### src/rtl/keyboard_scanner.sv
// keyboard_scanner: column-strobed matrix keypad scanner with per-frame debounce and key encoding.
// Defining KEYB_REPEAT_EN adds auto-repeat of Key_Valid every REPEAT_FRAMES frames.
module keyboard_scanner #(
  parameter int ROWS = 4,
  parameter int COLS = 4,
  parameter int SCAN_DIV = 4,
  parameter int DEBOUNCE_SCANS = 3,
  parameter int REPEAT_FRAMES = 64,
  localparam int CODE_W = $clog2(ROWS * COLS + 1)
) (
  input  logic              Clock,
  input  logic              Reset,
  input  logic [ROWS-1:0]   Keyb_Row_I,
  output logic [COLS-1:0]   Keyb_Col_O,
  output logic [CODE_W-1:0] Keyb_Value,
  output logic              Key_Valid,
  output logic              Key_Held,
  output logic              Key_Multi
);
  localparam int CW = COLS > 1 ? $clog2(COLS) : 1;
  localparam logic [3:0] DB = 4'(DEBOUNCE_SCANS);

  if (ROWS < 1 || ROWS > 8 || COLS < 1 || COLS > 8 || SCAN_DIV < 4 || SCAN_DIV > 255 ||
      DEBOUNCE_SCANS < 1 || DEBOUNCE_SCANS > 15 || REPEAT_FRAMES < 2 || REPEAT_FRAMES > 1023) begin : g_bad_param
    $error("keyboard_scanner: parameter out of legal range");
  end

  logic [ROWS-1:0]   row_m, row_s;
  logic [CW-1:0]     col;
  logic [7:0]        div;
  logic [CODE_W-1:0] acc_code, samp_code, cur_code, cand;
  logic [1:0]        acc_n, samp_n, cur_n;
  logic [3:0]        stab;
  logic              last, frame_end, load;

  assign last       = div == 8'(SCAN_DIV - 1);
  assign frame_end  = last && col == CW'(COLS - 1);
  assign load       = stab == DB && cand != Keyb_Value;
  assign Key_Held   = Keyb_Value != '0;
  assign Keyb_Col_O = COLS'(1) << col;

  // Descending loop so the lowest pressed row in this column wins the code
  always_comb begin
    samp_code = '0;
    samp_n = '0;
    for (int r = ROWS - 1; r >= 0; r--)
      if (row_s[r]) begin
        samp_code = CODE_W'(int'(col) * ROWS + r + 1);
        samp_n = samp_n == 2'd2 ? 2'd2 : samp_n + 2'd1;
      end
    cur_code = acc_code != '0 ? acc_code : samp_code;
    cur_n = ({1'b0, acc_n} + {1'b0, samp_n} >= 3'd2) ? 2'd2 : acc_n + samp_n;
  end

  always_ff @(posedge Clock or posedge Reset)
    if (Reset) begin
      row_m      <= '0;
      row_s      <= '0;
      col        <= '0;
      div        <= '0;
      acc_code   <= '0;
      acc_n      <= '0;
      cand       <= '0;
      stab       <= '0;
      Keyb_Value <= '0;
      Key_Multi  <= 1'b0;
    end else begin
      row_m <= Keyb_Row_I;
      row_s <= row_m;
      div   <= last ? '0 : div + 8'd1;
      if (last) begin
        col      <= frame_end ? '0 : col + CW'(1);
        acc_code <= frame_end ? '0 : cur_code;
        acc_n    <= frame_end ? '0 : cur_n;
      end
      if (frame_end) begin
        Key_Multi <= cur_n == 2'd2;
        cand      <= cur_code;
        stab      <= cur_code == cand ? (stab == DB ? DB : stab + 4'd1) : 4'd1;
      end
      if (load)
        Keyb_Value <= cand;
    end

`ifdef KEYB_REPEAT_EN
  logic [9:0] rep;
  logic       tick;
  // tick trails frame end by one clock so repeats land on whole-frame multiples of the load
  always_ff @(posedge Clock or posedge Reset)
    if (Reset) begin
      tick      <= 1'b0;
      rep       <= '0;
      Key_Valid <= 1'b0;
    end else begin
      tick      <= frame_end;
      Key_Valid <= 1'b0;
      if (load) begin
        rep       <= '0;
        Key_Valid <= cand != '0;
      end else if (tick && Key_Held) begin
        rep       <= rep == 10'(REPEAT_FRAMES - 1) ? '0 : rep + 10'd1;
        Key_Valid <= rep == 10'(REPEAT_FRAMES - 1);
      end
    end
`else
  always_ff @(posedge Clock or posedge Reset)
    if (Reset)
      Key_Valid <= 1'b0;
    else
      Key_Valid <= load && cand != '0;
`endif
endmodule

### config.mk
export PLATFORM = sky130hd
export DESIGN_NAME = keyboard_scanner
export DESIGN_NICKNAME = d
export VERILOG_FILES = /design/src/rtl/keyboard_scanner.sv
export SDC_FILE = /design/constraint.sdc
export NUM_CORES = 1
export LEC_CHECK = 0
export CELL_PAD_IN_SITES_DETAIL_PLACEMENT = 1
export CELL_PAD_IN_SITES_GLOBAL_PLACEMENT = 1
export CORE_UTILIZATION = 45
export CTS_CLUSTER_SIZE = 24
export DETAILED_ROUTE_END_ITERATION = 10
export GPL_TIMING_DRIVEN = 0
export PLACE_DENSITY = 0.83
export SYNTH_ARGS = -nofsm -noshare
export SYNTH_HDL_FRONTEND = slang
export SYNTH_SLANG_ARGS = --single-unit
### constraint.sdc
create_clock -name Clock -period 3 [get_ports Clock]
set_input_delay 0.6 -clock Clock [delete_from_list [all_inputs] [get_ports Clock]]
set_output_delay 0.6 -clock Clock [all_outputs]
set_load 0.01 [all_outputs]
==> results.md <==
- PD cells: 563 nW/um^2
- Skew final: 0.00563 ns
- Drt total wl: 4.44 mm
- Synth top area cells: dfrtp_1 (50%), ha_1 (6.7%), xnor2_1 (3.4%), xor2_1 (3.4%), nand2_1 (3.3%)
- Most common cell in the netlist: dfrtp_1
- Critical path fanouts, max: 6
- Place WS: 0.578 ns
- Cell Area, Placed: 2280 um^2
- Root buf cell: clkbuf_8
- CP endpoint: acc_n[0]
- Count of final setup violators: 0
- Crit Reg-Reg Endpoint: acc_n[0]
- First-pass GRT wire length: 7.80 mm
- Leak: 1.07 nW
- Final Cycle Share: 83.3%
- Synth async-reset ratio: 100%
- Antenna diodes: 0
- DP HPWL: 3.26 mm
- Reg clk slew, reported paths: 0.08 ns
- # hold bufs at CTS: 0
- Fin worst setup slack: 0.502 ns
- Yosys warns: 0
- Yosys cell types: 40
- Post-CTS setup buffers: 0
- Final setup TNS: 0 ns
- TritonRoute pass-1 iters: 4
- Dominant cell type by area after synthesis: dfrtp_1
- Design area: 2370 um^2
- Avg Inst Size Synth: 10.7 um^2
- Clock Sinks: 41
- CTS tree: built
- Top cell type's share of synthesized area: 50.1%
- Buffers on Ports: 17
- Max clock buf depth: 2
- FP Rows: 24
- Placed Cells: 261
- Total GRT Usage: 20.4%
- Peak supply drop: 0.232 mV
- RSZ-0062 raised after global routing: false
- Final min period: 2.50 ns
- Horiz. Die Dim: 69.5 um
- Peak Freq: 0.400 GHz
- Hold Path Class: reg2reg
- Sequential element share of the synthesized area: 50.1%
- Min-delay src: row_m[3]
- Pin count of the biggest net entering global routing: 42
- Non-filler cells in the finished layout: 268
- Slew HR: 28.7%
- EDFF count, synth: 0
- Status: complete, no violations
- WP data arrival: 2.72 ns
- Max Cap Viol: 0
- #FFs+latches synth: 41
- Synth Net Count: 210
- Worst EP required: 3.23 ns
- Synth Flop Type: dfrtp_1
- Post-synthesis instance total: 192
- Post-DR wirelength/cell: 16.6 um
- Initial DRC count: 78
- CP Capture Type: register
- Syn-to-layout area delta: 15.7%
- Setup crit start kind: register
- Flop-to-flop setup slack: 0.50 ns
- Worst r2r src: row_s[2]
- Core ar.: 4350 um^2
- Worst Reg-to-Reg Cells: 11
- Chip height: 69.5 um
- Total gr overflow: 0
- Synth Cell Area: 2050 um^2
- Antenna violations before repair: 0
- GP Congestion: 0.875
- Critical setup path kind: reg2reg
- Share of cells above drive strength 1: 10.2%
- Hold WS: 0.357 ns
- Initial core utilization: 47.1%
- Antenna-violating nets left: 0
- Via density per instance: 5.56
- Gates resized, CTS repair: 0
- Die area: 4830 um^2
- Final Max Tran Viols: 0
- Vias in the first global route: 1641
- H-tree depth: 2
- Crit. Startpoint: row_s[2]
- CTS Buf Count: 5
- Commonest cells post-synth: dfrtp_1 (41), nand2_1 (18), o21ai_0 (12), ha_1 (11), nor2_1 (10)
- Residual DRC: 0
- Worst-skew pair later-pin latency: 0.29 ns
- Nets: 234
- Final Hold Vio Count: 0
- I/O pin count: 18
- Vias: 1489
- Least-Margin Pin Slew: 1.07 ns
==> cell type report <==
class	instances	area, um^2
repair buffers	17	170
clock buffers	7	86.3
multi-input cells	137	968
well taps	52	65.1
inverters	6	22.5
fillers	479	1980
flip-flops and latches	41	1030
plain buffers	8	32.5
==> power by group <==
part	switching [mW]	internal, mW
Combinational	0.143	0.168
Sequential	0.0561	0.608
Clock	0.176	0.183
Total	0.376	0.958
==> routing by layer <==
layer	track usage [%]	share of wire [%]	wire [um]
met1	24.4	44	1940
met2	36.8	53	2350
met3	4.22	2.4	105
met4	6.12	1.1	48
met5	0	0	0
==> worst min-delay path by stage <==
stage,end,cells past startpoint
after detailed placement,row_s[3],0
after floorplan,row_s[0],0
after CTS,row_s[3],0
after global routing,row_s[0],0
after global placement,row_s[0],0
final,row_s[3],0
==> cells by family after synthesis <==
| group | count (synthesis) | share of synthesized area (%) |
|---|---|---|
| and+or+nand+nor | 68 | 17.5 |
| DFF | 41 | 50.1 |
| AOI/OAI and AO/OA | 32 | 10.4 |
| xor gates and xnor gates | 16 | 6.84 |
| buffers and inverters | 14 | 2.69 |
| adders and majority gates | 12 | 7.69 |
| muxes | 9 | 4.76 |
==> critical path, stage by stage, from the launching register on <==
cell	delay [ns]
dfrtp_1	0.44
inv_1	0.09
ha_1	0.30
mux2i_1	0.18
ha_1	0.18
inv_1	0.04
mux2i_1	0.14
ha_1	0.19
fa_1	0.42
nor2_1	0.21
nand4b_1	0.15
nand2_1	0.09
==> sequential cells by signal (all words and copies together) (netlist names) <==
signal and count:
row_s 4, acc_code 5, Keyb_Value 5, col 2, acc_n 2, Key_Multi 1
row_m 4, stab 4, div 8, Key_Valid 1, cand 5
==> cell usage in the layout, fill, tap and decap left out, drive strengths merged, types with 2 or more instances in the layout <==
cell and instances:
clkbuf 13, xor2 8, o31ai 2, a211oi 2, clkdlybuf4s50 17, nand2 18, mux2 6, nand2b 2
nor3 9, nor2 10, a22o 2, and3 2, a21oi 6, a31oi 3, a21o 2, buf 2
nor4 2, xnor2 8, inv 6, or4 3, nand4b 2, nor3b 2, mux2i 3, nand3 6
o21ai 12, and2 3, dfrtp 41, ha 11, or3 3, nor2b 2
==> through the flow <==
stage          utilization (%)  power, mW
3_3_place_gp              52.5      0.966
3_5_place_dp              52.5      0.991
2_1_floorplan                -      0.850
6_report                  54.5       1.33
4_1_cts                   54.5       1.36
5_1_grt                   54.5       1.41
Note: power is estimated with default switching activity, not from simulation.
